==> src/rtl/pkt_hdr_pkg.sv <==
// Shared constants and FSM state type for the Ethernet/IPv4 header parser.
package pkt_hdr_pkg;

  localparam logic [15:0] ETH_TYPE_IPV4  = 16'h0800;
  localparam logic [15:0] ETH_TYPE_VLAN  = 16'h8100;
  localparam logic [15:0] ETH_HDR_LEN    = 16'd14;
  localparam logic [15:0] VLAN_TAG_LEN   = 16'd4;
  localparam logic [15:0] IPV4_PROTO_OFS = 16'd9;
  localparam logic [3:0]  IPV4_VERSION   = 4'd4;
  localparam logic [3:0]  IPV4_MIN_IHL   = 4'd5;

  typedef enum logic [2:0] {
    ST_SOP  = 3'd0,
    ST_ETH  = 3'd1,
    ST_VLAN = 3'd2,
    ST_IP   = 3'd3,
    ST_SKIP = 3'd4
  } pkt_state_e;

endpackage

==> src/rtl/pkt_pipe_reg.sv <==
// Single-entry registered pass-through stage between the MAC byte stream and the packet FIFO.
// Handshake: a byte moves on a rising edge when valid && ready; valid never waits on ready.
module pkt_pipe_reg (
  input  logic       clk,
  input  logic       rst_n,
  input  logic       in_valid,
  input  logic [7:0] in_data,
  input  logic       in_last,
  output logic       in_ready,
  output logic       out_valid,
  output logic [7:0] out_data,
  output logic       out_last,
  input  logic       out_ready
);

  logic       valid_q;
  logic [7:0] data_q;
  logic       last_q;

  // The stage can take a new byte whenever its current one leaves or it is empty.
  assign in_ready = out_ready || !valid_q;

  always_ff @(posedge clk) begin
    if (!rst_n) begin
      valid_q <= 1'b0;
      data_q  <= 8'd0;
      last_q  <= 1'b0;
    end else if (in_ready) begin
      valid_q <= in_valid;
      if (in_valid) begin
        data_q <= in_data;
        last_q <= in_last;
      end
    end
  end

  assign out_valid = valid_q;
  assign out_data  = data_q;
  assign out_last  = last_q;

endmodule

==> src/rtl/pkt_hdr_parser.sv <==
// Ethernet (optional single 802.1Q tag) / IPv4 header parser sitting beside a one-stage
// pass-through register; reports header offsets and classification once per packet.
module pkt_hdr_parser
  import pkt_hdr_pkg::*;
#(
  parameter bit VLAN_EN = 1'b1
) (
  input  logic        clk,
  input  logic        rst_n,
  input  logic        in_valid,
  input  logic [7:0]  in_data,
  input  logic        in_last,
  output logic        in_ready,
  output logic        out_valid,
  output logic [7:0]  out_data,
  output logic        out_last,
  input  logic        out_ready,
  output logic        pkt_sop,
  output logic [15:0] l2_offset,
  output logic [15:0] l3_offset,
  output logic [15:0] l4_offset,
  output logic [7:0]  ip_proto,
  output logic        is_ipv4,
  output logic        has_vlan,
  output logic        hdr_valid,
  output logic        parse_err,
  output pkt_state_e  dbg_state
);

  pkt_state_e  state_q, state_d;
  logic [15:0] byte_idx_q, byte_idx_d;
  logic [7:0]  etype_hi_q, etype_hi_d;
  logic [15:0] l3_q, l3_d, l4_q, l4_d;
  logic [7:0]  proto_q, proto_d;
  logic        ipv4_q, ipv4_d, vlan_q, vlan_d, err_q, err_d;
  logic        hdr_valid_q, hdr_valid_d;
  logic        accept, etype_end, hdr_done;
  logic [15:0] etype, ihl_bytes;

  pkt_pipe_reg u_pipe (
    .clk       (clk),
    .rst_n     (rst_n),
    .in_valid  (in_valid),
    .in_data   (in_data),
    .in_last   (in_last),
    .in_ready  (in_ready),
    .out_valid (out_valid),
    .out_data  (out_data),
    .out_last  (out_last),
    .out_ready (out_ready)
  );

  assign accept    = in_valid && in_ready;
  assign etype     = {etype_hi_q, in_data};
  assign ihl_bytes = {10'd0, in_data[3:0], 2'b00};

  always_ff @(posedge clk) begin
    if (!rst_n) state_q <= ST_SOP;
    else        state_q <= state_d;
  end

  always_ff @(posedge clk) begin
    if (!rst_n) begin
      byte_idx_q  <= 16'd0;
      etype_hi_q  <= 8'd0;
      l3_q        <= 16'd0;
      l4_q        <= 16'd0;
      proto_q     <= 8'd0;
      ipv4_q      <= 1'b0;
      vlan_q      <= 1'b0;
      err_q       <= 1'b0;
      hdr_valid_q <= 1'b0;
    end else begin
      byte_idx_q  <= byte_idx_d;
      etype_hi_q  <= etype_hi_d;
      l3_q        <= l3_d;
      l4_q        <= l4_d;
      proto_q     <= proto_d;
      ipv4_q      <= ipv4_d;
      vlan_q      <= vlan_d;
      err_q       <= err_d;
      hdr_valid_q <= hdr_valid_d;
    end
  end

  always_comb begin
    state_d     = state_q;
    byte_idx_d  = byte_idx_q;
    etype_hi_d  = etype_hi_q;
    l3_d        = l3_q;
    l4_d        = l4_q;
    proto_d     = proto_q;
    ipv4_d      = ipv4_q;
    vlan_d      = vlan_q;
    err_d       = err_q;
    hdr_valid_d = 1'b0;
    etype_end   = 1'b0;
    hdr_done    = 1'b0;
    if (accept) begin
      if (in_last)                      byte_idx_d = 16'd0;
      else if (byte_idx_q != 16'hFFFF)  byte_idx_d = byte_idx_q + 16'd1;
      case (state_q)
        ST_SOP: begin
          l3_d    = 16'd0;
          l4_d    = 16'd0;
          proto_d = 8'd0;
          ipv4_d  = 1'b0;
          vlan_d  = 1'b0;
          err_d   = 1'b0;
          state_d = ST_ETH;
        end
        ST_ETH: begin
          if (byte_idx_q == ETH_HDR_LEN - 16'd2) etype_hi_d = in_data;
          if (byte_idx_q == ETH_HDR_LEN - 16'd1) begin
            if (VLAN_EN && etype == ETH_TYPE_VLAN) begin
              vlan_d  = 1'b1;
              l3_d    = ETH_HDR_LEN + VLAN_TAG_LEN;
              state_d = ST_VLAN;
            end else begin
              l3_d      = ETH_HDR_LEN;
              etype_end = 1'b1;
            end
          end
        end
        ST_VLAN: begin
          // The inner EtherType is the last two bytes before the L3 header.
          if (byte_idx_q == l3_q - 16'd2) etype_hi_d = in_data;
          if (byte_idx_q == l3_q - 16'd1) etype_end = 1'b1;
        end
        ST_IP: begin
          if (byte_idx_q == l3_q) begin
            l4_d = l3_q + ihl_bytes;
            if (in_data[7:4] != IPV4_VERSION || in_data[3:0] < IPV4_MIN_IHL) err_d = 1'b1;
          end
          if (byte_idx_q == l3_q + IPV4_PROTO_OFS) begin
            proto_d  = in_data;
            hdr_done = 1'b1;
            state_d  = ST_SKIP;
          end
        end
        default: ;
      endcase
      if (etype_end) begin
        if (etype == ETH_TYPE_IPV4) begin
          ipv4_d  = 1'b1;
          state_d = ST_IP;
        end else begin
          l4_d     = l3_d;
          hdr_done = 1'b1;
          state_d  = ST_SKIP;
        end
      end
      if (hdr_done) hdr_valid_d = 1'b1;
      // A packet ending before its header completed still reports once, flagged as an error.
      if (in_last) begin
        state_d = ST_SOP;
        if (state_q != ST_SKIP && !hdr_done) begin
          err_d       = 1'b1;
          hdr_valid_d = 1'b1;
        end
      end
    end
  end

  always_comb begin
    pkt_sop   = rst_n && accept && (state_q == ST_SOP);
    dbg_state = state_q;
  end

  assign l2_offset = 16'd0;
  assign l3_offset = l3_q;
  assign l4_offset = l4_q;
  assign ip_proto  = proto_q;
  assign is_ipv4   = ipv4_q;
  assign has_vlan  = vlan_q;
  assign hdr_valid = hdr_valid_q;
  assign parse_err = err_q;

endmodule

==> config.mk <==
export PLATFORM = sky130hd
export DESIGN_NAME = pkt_hdr_parser
export DESIGN_NICKNAME = d
export VERILOG_FILES = /design/src/rtl/pkt_hdr_pkg.sv /design/src/rtl/pkt_pipe_reg.sv /design/src/rtl/pkt_hdr_parser.sv
export SDC_FILE = /design/constraint.sdc
export NUM_CORES = 1
export LEC_CHECK = 0
export ABC_AREA = 1
export CORE_MARGIN = 8
export CORE_UTILIZATION = 45
export CTS_CLUSTER_DIAMETER = 50
export DETAILED_ROUTE_END_ITERATION = 10
export GPL_ROUTABILITY_DRIVEN = 0
export GPL_TIMING_DRIVEN = 0
export PLACE_DENSITY = 0.78
export SLEW_MARGIN = 20
export SYNTH_ARGS = -nofsm -noshare
export SYNTH_HDL_FRONTEND = slang
export SYNTH_SLANG_ARGS = --single-unit
==> constraint.sdc <==
create_clock -name clk -period 2.6 [get_ports clk]
set_input_delay 0.52 -clock clk [delete_from_list [all_inputs] [get_ports clk]]
set_output_delay 0.52 -clock clk [all_outputs]
set_load 0.02 [all_outputs]
# [After elaboration in Yosys (flattened, before gate mapping)]
# Index checks and enable logic that the tools add are counted.
[totals] register_bits=81 latchBits=0 ram_bits=0 romBits=0 input_bits=13 output_inout_bits=75 word_cells=107 mem_count=0
[classes] addsub=5 n_mul=0 div=0 magnitude_cmp=1 eq_ne=22 n_shift=0 mux=45 bitwise=0 n_reduce_logical=21
[ops] op="two-way mux 16 bit" n=6
[ops] op="== test 16 bit" n=4
[ops] op="case mux 16 bit (2 select lines)" n=2
[ops] op="== test 16 x 4 -> 1 bit (second input constant)" n=2
[ops] op="case mux 8 bit (2 select lines)" n=2
[ops] op="two-way mux 8 bit" n=3
[ops] op="two-way mux 1 bit" n=21
[ops] op="two-way mux 3 bit" n=6
[ops] op="adder 16 x 1 -> 16 bit (second input constant)" n=1
[ops] op="adder 16 x 4 -> 16 bit (second input constant)" n=1
[ops] op="adder 16 x 6 -> 16 bit" n=1
[ops] op="== test 16 x 12 -> 1 bit (second input constant)" n=1
[ops] op="== test 16 bit (second input constant)" n=1
[ops] op="inequality test 16 bit (second input constant)" n=1
[ops] op="subtractor 16 x 1 -> 16 bit (second input constant)" n=1
[ops] op="subtractor 16 x 2 -> 16 bit (second input constant)" n=1
[ops] op="inequality test 4 bit (second input constant)" n=3
[ops] op="inequality test 2 bit (second input constant)" n=5
[ops] op="case mux 3 bit (3 select lines)" n=1
[ops] op="AND reduction 4 bit" n=2
[ops] op="nonzero test 2 bit" n=4
[ops] op="== test 3 x 2 -> 1 bit (second input constant)" n=2
[ops] op="case mux 1 bit (2 select lines)" n=3
[ops] op="AND reduction 2 bit" n=3
[ops] op="12 further kinds" n=17

# [Logic depth before layout (Yosys ltp)]
# Gate-level depths: netlist of the first run.
[depth] ltp_word=11 depth_mapped=20

# [Cells and area by module]
# From an unflattened synthesis of the first run, not the netlist that was laid out.
[hier_totals] hier_cells=1008 area_unflattened_um2=6338.6
[modules_own_cells] module="pkt_hdr_parser" n_inst=1 cells_each=944 area_each_um2=5858.1 seq_area_each_um2=1421.4
[modules_own_cells] module="pkt_pipe_reg" n_inst=1 cells_each=64 area_each_um2=480.5 seq_area_each_um2=200.2

# [Worst setup path before layout of the first run]
# Ideal clock, no wire load.
[synth_timing] path_type="flip-flop to flip-flop" startpoint="register l3_q[2] (netlist: l3_offset[2])" endpoint="register l4_q[12] (netlist: l4_offset[12])" setup_ns=0.071 arrival_time_ns=2.352 required_time_ns=2.529 setup_slack_ns=0.178 stages_incl_launch_ff=16 synth_period_minus_slack_ns=2.422 path_cell_list="dfxtp_1 ha_1 inv_1 fa_1 inv_1 nand3_1 nand2_1 nand2_1 nor2_1 xor2_1 nor2_1 o21ai_0 inv_1 nand2_1 nand3_1 a21oi_1"
[synth_via] elab_chain_len=6 word_cells_on_any_way=11 cone_classes="2 x add/sub; 2 x eq/ne; 7 x mux"
[synth_lines] element="from (decl)" line="pkt_hdr_parser.sv:33" rtl="logic [15:0] l3_q, l3_d, l4_q, l4_d;"
[synth_lines] element="from (signal assigned)" line="pkt_hdr_parser.sv:76" rtl="l3_q <= l3_d;"
[synth_lines] element="subtractor 16 x 1 -> 16 bit" line="pkt_hdr_parser.sv:128" rtl="if (byte_idx_q == l3_q - 16'd1) etype_end = 1'b1;"
[synth_lines] element="== test 16 bit" line="pkt_hdr_parser.sv:128"
[synth_lines] element="two-way mux 1 bit" line="pkt_hdr_parser.sv:128"
[synth_lines] element="case mux 1 bit (2 select lines)" line="pkt_hdr_parser.sv:102" rtl="case (state_q)"
[synth_lines] element="two-way mux 1 bit" line="pkt_hdr_parser.sv:99" rtl="if (accept) begin"
[synth_lines] element="two-way mux 16 bit (*)" line="pkt_hdr_parser.sv:143" rtl="if (etype_end) begin"
[synth_lines] element="to (signal assigned)" line="pkt_hdr_parser.sv:77" rtl="l4_q <= l4_d;"
[synth_lines] element="to (decl)" line="pkt_hdr_parser.sv:33"
# Every way passes the cells marked *; elsewhere a longest branch is shown, timed or not. The select of a mux whose other input is x is not followed.
# A chain may end at the register's enable or synchronous reset.

# [Final worst setup path of the first run]
[layout_timing] startpoint="register l3_q[2] (netlist: l3_offset[2])" endpoint="register etype_hi_q[6]"
[layout_via] elab_chain_len=4
[layout_lines] element="subtractor 16 x 2 -> 16 bit" line="pkt_hdr_parser.sv:127" rtl="if (byte_idx_q == l3_q - 16'd2) etype_hi_d = in_data;"
[layout_lines] element="== test 16 bit" line="pkt_hdr_parser.sv:127"
[layout_lines] element="inequality test 2 bit (no line)"
[layout_lines] element="AND reduction 4 bit (no line)"
[layout_lines] element="to (signal assigned)" line="pkt_hdr_parser.sv:75" rtl="etype_hi_q <= etype_hi_d;"
[layout_lines] element="to (decl)" line="pkt_hdr_parser.sv:32" rtl="logic [7:0] etype_hi_q, etype_hi_d;"
# Every way passes these cells.

==> qor.txt, run 1 <==
==================================================================================================
Startpoint types                                                                              flop
Most numerous cell on the critical path                                               sky130_fd_sc_hd__nand2_1
Buf/Inv on CP                                                                                    2
Setup violation total in the final timing report                                                 0
Clock transition time at the flip-flop clock pins of the worst setup and hold paths          70 ps
Transition time at the pin with the least slew margin                                       681 ps
Hold slack                                                                                  466 ps
FF-to-FF path depth                                                                             14
Most used standard cell by instance count after synthesis                             sky130_fd_sc_hd__nand2_1
Worst Setup Slack, final                                                                   84.1 ps
Mean instance size in the synthesized netlist                                             5.93 µm²
Setup WS pre-CTS                                                                           -750 ps
Reported leakage power                                                                     3.66 nW
Clock buffer depth                                                                               2
Start-to-end type of the worst setup path                                             flop to flop
Largest cells by area after synthesis                                                 sky130_fd_sc_hd__dfxtp_1 25%, sky130_fd_sc_hd__nand2_1 21%, sky130_fd_sc_hd__nand3_1 9.1%
Global-route usage over all layers                                                           23.9%
Total power density per cell area                                                       457 nW/µm²
Synth cell count leaders                                                              360 x sky130_fd_sc_hd__nand2_1, 117 x sky130_fd_sc_hd__nand3_1, 101 x sky130_fd_sc_hd__nor2_1, 93 x sky130_fd_sc_hd__inv_1, 81 x sky130_fd_sc_hd__dfxtp_1
Outcome                                                                               finished, final reports clean
Total of flip-flops plus latches after synthesis                                                81
Core ar.                                                                                 14300 µm²
CTS Hold Bufs                                                                                    0
Layout Nets                                                                                   1221
Hold Crit Class                                                                       flop to flop
Setup slack on the worst flop-to-flop path                                                   80 ps
Largest fanout of any net on the critical path                                                  10
Post-Syn Instances                                                                            1090
I/O Pins                                                                                        88
Count of flip-flops with a built-in enable after synthesis                                       0
Share of the yosys chip area belonging to registers                                          25.1%
Drt first-iter violations                                                                      856
Most used DFF post-synth                                                              sky130_fd_sc_hd__dfxtp_1
TritonCTS clock tree                                                                         built
Wire length per cell after detailed routing                                                15.9 µm
Cell chosen for the clock root                                                        sky130_fd_sc_hd__clkbuf_16
Num Clock Sinks                                                                                 81
First-pass GRT wire length                                                                35300 µm
Maxcap violations                                                                                0
Number of antenna violations at the first check in global routing                                0
Clock share of power                                                                         36.5%
Number of nets still failing antenna checks after routing                                        0
Dominant cell type by area after synthesis                                            sky130_fd_sc_hd__dfxtp_1
Hold path startpoint                                                                   ip_proto[0]
Cts bufs inserted                                                                                9
Maximum number of pins on one net before global-route repair                                    16
Share of post-route cells with drive strength above 1                                        13.9%
Overall Power                                                                              3.65 mW
Vias in the first global route                                                                7031
Flop pwr share                                                                               36.5%
Top-area cell type share of the netlist area                                                 25.1%
CP top delay family                                                                   simple AND/OR/NAND/NOR gates
Start point of the critical path                                                      l3_offset[2]
Sw Pwr                                                                                     1.28 mW
Die outline area                                                                         18500 µm²
Starting Density                                                                             45.3%
Final hold viol count                                                                            0
DRC Markers                                                                                      0
Number of detailed-route iterations in the first pass                                            6
FF-to-FF Start                                                                        l3_offset[2]
Distinct cells, synth                                                                           43
Pint                                                                                       2.37 mW
Input/output buffers                                                                            71
Proportion of register bits with asynchronous set or reset after synthesis                      0%
Total Wirelength                                                                          22100 µm
N_diodes                                                                                         0
Vias per inst                                                                                 5.54
Critical Path End Type                                                                        flop
Layout Skew                                                                                13.9 ps
Die Y                                                                                       136 µm
Skew-Pair Late Insertion Delay                                                              360 ps
Final worst path period share                                                                96.8%
Logic depth of the worst path, buffers included                                                 14
Total number of vias                                                                          7677
Rel. slew slack                                                                              54.6%
Synthesis warning total                                                                          0
Cell Chain, Critical Path                                                             buf_4, nor2_4, nand2_1, nor2_2, nand2_1, xor2_1, nand3_1, nor3_1, nand3b_1, nand2_4, buf_4, nand3_1, nand2_1, nor2_1
Highest cell delay on the worst timing path                                                 370 ps
Reg2Reg Capture Point                                                                 etype_hi_q[6]
Setup_tns                                                                                     0 ps
Data arrival time at the worst-slack endpoint                                              2770 ps
Grt ovf                                                                                          0
Worst supply voltage drop on vdd                                                            328 µV
Standard-cell row count                                                                         44
Switching fraction of total power                                                            35.0%
Unrepaired setup endpoints after global routing                                              false
Final core utilization                                                                       55.9%
Final Slew Violations                                                                            0
Chip Width                                                                                  136 µm
Required time of the critical path                                                         2860 ps
Highest Clock Rate                                                                         397 MHz
Area added between synthesis and finish                                                      23.3%
Post-Syn Area                                                                             6460 µm²
Final worst path period need                                                               2520 ps
Detailed placer's ending HPWL                                                             16900 µm
Critical path endpoint                                                                etype_hi_q[6]
H-tree levels                                                                                    3
Combinational group share of total power                                                     27.0%
CP max-delay cell                                                                     sky130_fd_sc_hd__dfxtp_4
==================================================================================================
[repair_timing]
action | 4_1_cts | 5_1_grt
gates resized for setup | 16 | 32
cloned | 0 | 0
endpoints found under the setup margin | 27 | 49
setup buffers | 3 | 7
pin swaps | 3 | 8
[logic make-up after synthesis]
logic type | Yosys count | synth area share, %
buffers and inverters | 166 | 11.7
adder cells (fa/ha/maj) | 12 | 2.44
XOR/XNOR | 23 | 3.12
AND/OR/NAND/NOR | 688 | 47.4
other | 1 | 0.0580
flip-flops | 81 | 25.1
AO/OA/AOI/OAI | 119 | 10.2
[cells in the final DEF, fill, tap and decap left out, drive strengths merged, types with 3 or more instances in the layout]
cell type / count
or2: 4
nor2: 127
nand3: 119
dfxtp: 81
xor2: 20
a22oi: 3
nand4: 19
nand2: 375
inv: 119
clkdlybuf4s50: 67
a21oi: 75
ha: 11
nor3: 33
conb: 16
nand3b: 5
xnor2: 3
clkbuf: 22
nor4: 4
o21ai: 30
buf: 47
[worst min-delay path by stage]
| stage | to | cells after the start |
|---|---|---|
| after floorplan | etype_hi_q[4] | 2 |
| after global placement | ip_proto[4] | 2 |
| after detailed placement | ip_proto[0] | 2 |
| after CTS | ip_proto[0] | 2 |
| after global routing | ip_proto[0] | 2 |
| final | ip_proto[0] | 2 |
[per-stage QoR]
stage               std cells  instance area [µm²]
finish                   1385                 7970
global route             1385                 7970
CTS                      1378                 7820
detailed placement       1360                 7460
global placement         1360                 7460
floorplan                1105                 6520
[sequential cells by signal, summed over array words and instances, names as in the netlist]
register	flops
ip_proto	8
u_pipe.out_valid	1
l3_offset	16
hdr_valid	1
parse_err	1
is_ipv4	1
etype_hi_q	8
l4_offset	16
u_pipe.out_last	1
has_vlan	1
dbg_state	3
byte_idx_q	16
u_pipe.out_data	8
[per-layer routing]
layer | global-route usage, % | routed length (µm) | vias up
met5 | 0 | 0 | -
met4 | 13.1 | 994 | 0
met3 | 7.10 | 2350 | 91
met2 | 36.0 | 9610 | 447
met1 | 30.1 | 9130 | 3448
li1 | - | - | 3691
[worst min-delay path, cell delays in order, from the launching register on]
cell	delay, ps
sky130_fd_sc_hd__dfxtp_1	310
sky130_fd_sc_hd__nand2_1	60
sky130_fd_sc_hd__a21oi_1	50
[area by class of cell]
cell class | count | area (µm²)
clock buffer | 10 | 229
clock inverter | 6 | 73.8
inverter | 117 | 444
sequential | 81 | 1640
buffer | 48 | 310
timing repair buffer | 81 | 795
tap | 184 | 230
fill | 1387 | 6290
multi-input combinational | 858 | 4250
[power by group through the flow]
stage | clock network, mW | registers (mW) | logic (mW)
after CTS | 1.34 | 1.33 | 0.925
final | 1.33 | 1.33 | 0.986
after detailed placement | 0 | 1.36 | 0.912
after floorplan | 0 | 1.39 | 0.612
after global placement | 0 | 1.36 | 0.903
after global routing | 1.39 | 1.34 | 1.08
No activity file was read; power rests on OpenSTA's default activity.
==> inputs of run 2 (changes only) <==
CORE_ASPECT_RATIO = 0.6   (was not set)
==> run 2 against run 1 <==
Against the previous run: critical path depth down 1; critical path type is now primary input to flop; non-clock buffer count shrank 1; total power is essentially flat; cell count is 1.0% higher; register-to-register slack barely moved; wire length increased by 9.0%; largest cell class unchanged; clock skew down 8.6 ps.
==> qor.txt, run 2 (synthesis gave the netlist of run 1 again) <==
==================================================================================================
Outcome                                                                               finished, final reports clean
Startpoint types                                                                      primary input
Input/output buffers                                                                            71
Rel. slew slack                                                                              49.0%
Hold slack                                                                                  463 ps
Maximum number of pins on one net before global-route repair                                    17
Number of antenna violations at the first check in global routing                                0
Worst Setup Slack, final                                                                   61.6 ps
Transition time at the pin with the least slew margin                                       765 ps
N_diodes                                                                                         0
Highest cell delay on the worst timing path                                                 520 ps
Most used cells in the layout excluding fill and tap cells                            352 x sky130_fd_sc_hd__nand2_1, 115 x sky130_fd_sc_hd__nand3_1, 92 x sky130_fd_sc_hd__nor2_1
Cell chosen for the clock root                                                        sky130_fd_sc_hd__clkbuf_16
Non-filler instance count after layout                                                        1399
I/O Pins                                                                                        88
H-tree levels                                                                                    3
Skew-Pair Late Insertion Delay                                                              350 ps
Share of post-route cells with drive strength above 1                                        14.7%
Most common cell after layout, fill and taps aside                                    sky130_fd_sc_hd__nand2_1
Setup WS pre-CTS                                                                           -670 ps
Die Y                                                                                       109 µm
Required time of the critical path                                                         2850 ps
Layout Nets                                                                                   1221
Number of nets still failing antenna checks after routing                                        0
Highest Clock Rate                                                                         394 MHz
Start-to-end type of the worst setup path                                             primary input to flop
Final worst path period share                                                                97.6%
TritonCTS clock tree                                                                         built
First-pass GRT wire length                                                                37300 µm
Clock buffer depth                                                                               2
Cts bufs inserted                                                                                9
Hold Crit Class                                                                       flop to flop
Maxcap violations                                                                                0
Vias per inst                                                                                 5.52
Number of placed instances, taps included                                                     1374
Chip Width                                                                                  171 µm
Reported leakage power                                                                     3.65 nW
Starting Density                                                                             45.4%
CP max-delay cell                                                                     sky130_fd_sc_hd__clkdlybuf4s50_1
Buf/Inv on CP                                                                                    5
Standard-cell row count                                                                         34
FF-to-FF Start                                                                        l3_offset[2]
Global-route usage over all layers                                                           25.5%
Area added between synthesis and finish                                                      24.2%
Setup violation total in the final timing report                                                 0
Wire length per cell after detailed routing                                                17.2 µm
Total number of vias                                                                          7728
Number of filler instances in the final layout                                                1377
Num Clock Sinks                                                                                 81
Total Wirelength                                                                          24100 µm
Detailed placer's ending HPWL                                                             18500 µm
Start point of the critical path                                                        in_data[2]
Largest fanout of any net on the critical path                                                  10
Critical Path End Type                                                                        flop
DRC Markers                                                                                      0
Number of detailed-route iterations in the first pass                                            5
Final worst path period need                                                               2540 ps
Hold path startpoint                                                                   ip_proto[5]
Final Slew Violations                                                                            0
Grt ovf                                                                                          0
Layout Skew                                                                                5.30 ps
Total power density per cell area                                                       454 nW/µm²
Drt first-iter violations                                                                     1260
Clock transition time at the flip-flop clock pins of the worst setup and hold paths          70 ps
Worst supply voltage drop on vdd                                                            343 µV
Core ar.                                                                                 14300 µm²
Cell Chain, Critical Path                                                             clkdlybuf4s50_1, inv_1, nand2_1, nor2_1, nand3_2, o41ai_4, buf_4, nand2_8, nand2_4, buf_6, nand2_1, o21ai_1, inv_1
Final hold viol count                                                                            0
Die outline area                                                                         18600 µm²
Vias in the first global route                                                                6897
CP top delay family                                                                   buffers and inverters
Data arrival time at the worst-slack endpoint                                              2780 ps
==================================================================================================
## run 2: timing repair
| action | CTS | global route |
|---|---|---|
| hold buffers | 0 | 0 |
| endpoints found under the setup margin | 48 | 55 |
| buffers inserted | 3 | 6 |
| pin swaps | 2 | 4 |
| gates resized for setup | 22 | 42 |
| cloned | 0 | 1 |
## run 2: area by class of cell
cell class              count  area (µm²)  share of cell area (%)
multi-input cells         859        4320                    53.8
flip-flops and latches     81        1630                    20.4
repair buffers             80         783                    9.76
inverters                 117         450                    5.61
plain buffers              48         310                    3.86
well taps                 198         248                    3.09
clock buffers               9         225                    2.81
clock inverters             7        58.8                   0.732
## run 2: worst paths after layout
| path | depth (start not counted) | endpoint | slack [ps] |
|---|---|---|---|
| worst max register to register | 18 | hdr_valid | 80 |
| worst min-delay path | 2 | ip_proto[5] | 460 |
| worst max-delay path | 13 | hdr_valid | 60 |
| worst min register to register | 2 | ip_proto[5] | 460 |
## run 2: metrics by stage
| step | power (mW) | setup TNS [ps] | instance area, µm² | utilization [%] |
|---|---|---|---|---|
| after floorplan | 2.00 | 0 | 6520 | - |
| after global placement | 2.29 | -13000 | 7480 | 52.5 |
| after detailed placement | 2.31 | -14550 | 7480 | 52.5 |
| after CTS | 3.56 | 0 | 7840 | 55.0 |
| after global routing | 3.77 | -114 | 8030 | 56.3 |
| final | 3.64 | 0 | 8030 | 56.3 |
## run 2: worst min-delay path: cells and delay by family, from the launching register on
kind	cells	cell delay, ps
DFF	1	310
and+or+nand+nor	1	60
AOI/OAI and AO/OA	1	50
## run 2: metal layers
metal  vias up  track usage, %  part of all wire, %  wire length [µm]
met1      3426            38.0                   44             10600
met5         -               0                    0                 0
met4         0            6.04                  2.0               482
met2       569            32.9                   37              8830
li1       3676               -                    -                 -
met3        57            9.83                   17              4150
## run 2: where the power goes
part           leakage, nW  switching [mW]  internal, mW  total, mW
combinational         2.85           0.713         0.323       1.04
sequential           0.661          0.0566          1.29       1.34
clock                0.133           0.604         0.663       1.27
==> inputs of run 3 (changes only) <==
RECOVER_POWER = 100   (was not set)
SETUP_SLACK_MARGIN = 0.3   (was not set)
==> run 3 against run 2 <==
Against the previous run: die area unchanged; critical path depth increased by 2; setup slack improved by 26 ps; largest power group unchanged.
==> qor.txt, run 3 (synthesis gave the netlist of run 1 again) <==
==================================================================================================
Rel. slew slack                                                                              42.2%
CTS Hold Bufs                                                                                    0
DRC Markers                                                                                      0
Global-route track usage on met3                                                             11.4%
Reported leakage power                                                                     4.14 nW
Standard-cell row count                                                                         34
Layout Nets                                                                                   1268
Final worst path period need                                                               2510 ps
Total number of vias                                                                          8328
Highest Clock Rate                                                                         398 MHz
Die outline area                                                                         18600 µm²
Met2 GRT Util                                                                                33.1%
FF-to-FF Start                                                                        dbg_state[1]
Data arrival time at the worst-slack endpoint                                              2790 ps
Layout Skew                                                                                10.6 ps
Startpoint types                                                                              flop
Maxcap violations                                                                                0
Final core utilization                                                                       62.0%
Area post-placement                                                                       7480 µm²
Skew-Pair Late Insertion Delay                                                              350 ps
Vias per inst                                                                                 5.76
Wire length per cell after detailed routing                                                18.3 µm
Hold path startpoint                                                                   ip_proto[2]
Global-route usage over all layers                                                           25.4%
Cell chosen for the clock root                                                        sky130_fd_sc_hd__clkbuf_16
Number of antenna violations at the first check in global routing                                0
Clock buffer depth                                                                               2
Num Clock Sinks                                                                                 81
Hold slack                                                                                  464 ps
Start point of the critical path                                                      dbg_state[1]
Hold path depth                                                                                  2
Worst supply voltage drop on vdd                                                            316 µV
Cell area after layout                                                                    8830 µm²
Chip Width                                                                                  171 µm
Total Wirelength                                                                          26400 µm
Start-to-end type of the worst setup path                                             flop to flop
First-pass GRT wire length                                                                37200 µm
Detailed placer's ending HPWL                                                             18500 µm
Clock transition time at the flip-flop clock pins of the worst setup and hold paths          70 ps
Cts bufs inserted                                                                                9
Gr busiest metal                                                                              met1
Most used cells in the layout excluding fill and tap cells                            324 x sky130_fd_sc_hd__nand2_1, 103 x sky130_fd_sc_hd__nand3_1, 83 x sky130_fd_sc_hd__inv_1
Drt first-iter violations                                                                     1485
TritonCTS clock tree                                                                         built
N_diodes                                                                                         0
Core ar.                                                                                 14300 µm²
Number of nets still failing antenna checks after routing                                        0
Setup violation total in the final timing report                                                 0
Routing usage on met1                                                                        36.9%
Required time of the critical path                                                         2870 ps
Unrepaired setup endpoints after global routing                                               true
Final Slew Violations                                                                            0
Input/output buffers                                                                            71
Share of post-route cells with drive strength above 1                                        24.7%
Outcome                                                                               finished, final reports clean
FF-to-FF path depth                                                                             15
Area added between synthesis and finish                                                      36.6%
Final hold viol count                                                                            0
Final worst path period share                                                                96.6%
Number of detailed-route iterations in the first pass                                            9
Grt ovf                                                                                          0
Maximum number of pins on one net before global-route repair                                    18
Critical Path End Type                                                                        flop
Starting Density                                                                             45.4%
Vias in the first global route                                                                6933
Hold Crit Class                                                                       flop to flop
Transition time at the pin with the least slew margin                                       867 ps
Most common cell after layout, fill and taps aside                                    sky130_fd_sc_hd__nand2_1
I/O Pins                                                                                        88
Total power density per cell area                                                       436 nW/µm²
H-tree levels                                                                                    3
Largest fanout of any net on the critical path                                                   5
Overall Power                                                                              3.85 mW
Die Y                                                                                       109 µm
Setup_tns                                                                                     0 ps
==================================================================================================
run 3: timing repair:
action | in CTS | in global routing
gates cloned | 0 | 4
pin swaps | 9 | 54
buffers inserted | 16 | 36
resized for setup | 74 | 149
endpoints found under the hold margin | 0 | 0
setup endpoints to repair | 64 | 61
run 3: layer usage:
metal,routed length (µm),vias to the layer above
li1,-,3797
met1,10900,3736
met2,9970,675
met3,4780,120
met4,794,0
met5,0,-
run 3: power breakdown:
group          internal (mW)  switching, mW  total [mW]
Sequential              1.28         0.0559        1.34
Clock                  0.681          0.632        1.31
Combinational          0.401          0.793        1.19
Total                   2.36           1.48        3.85
run 3: final cells by class:
type                            instances  area (µm²)
Buffer                                 49         347
Sequential cell                        81        1650
Timing Repair Buffer                  125        1140
Tap cell                              198         248
Multi-Input combinational cell        859        4690
Timing Repair inverter                  1        5.00
Clock buffer                            9         225
Inverter                              117         459
Clock inverter                          7        68.8
Fill cell                            1244        5420
run 3: worst paths after layout:
| path | end | slack [ps] |
|---|---|---|
| max | l4_offset[11] | 90 |
| min | ip_proto[2] | 460 |
| max reg2reg | l4_offset[11] | 90 |
| min reg2reg | ip_proto[2] | 460 |
run 3: through the flow:
step                setup slack (ps)  cells
global route                    24.6   1446
floorplan                        350   1105
global placement                -598   1374
finish                          87.8   1446
CTS                              260   1406
detailed placement              -612   1374
run 3: worst max-delay path, stage by stage (launching register included):
cell                      delay, ps
sky130_fd_sc_hd__dfxtp_1        490
sky130_fd_sc_hd__inv_2          110
sky130_fd_sc_hd__nor3_2         330
sky130_fd_sc_hd__nand3_1        140
sky130_fd_sc_hd__nor2_1         140
sky130_fd_sc_hd__nand2_1         80
sky130_fd_sc_hd__nor2_1         120
sky130_fd_sc_hd__nand2_1         80
sky130_fd_sc_hd__nor2_2         130
sky130_fd_sc_hd__nand2_4        110
sky130_fd_sc_hd__nand2_8        110
sky130_fd_sc_hd__nand2_8         70
sky130_fd_sc_hd__buf_8          160
sky130_fd_sc_hd__nand2_2         60
sky130_fd_sc_hd__nand3_2        100
sky130_fd_sc_hd__a21oi_2        200
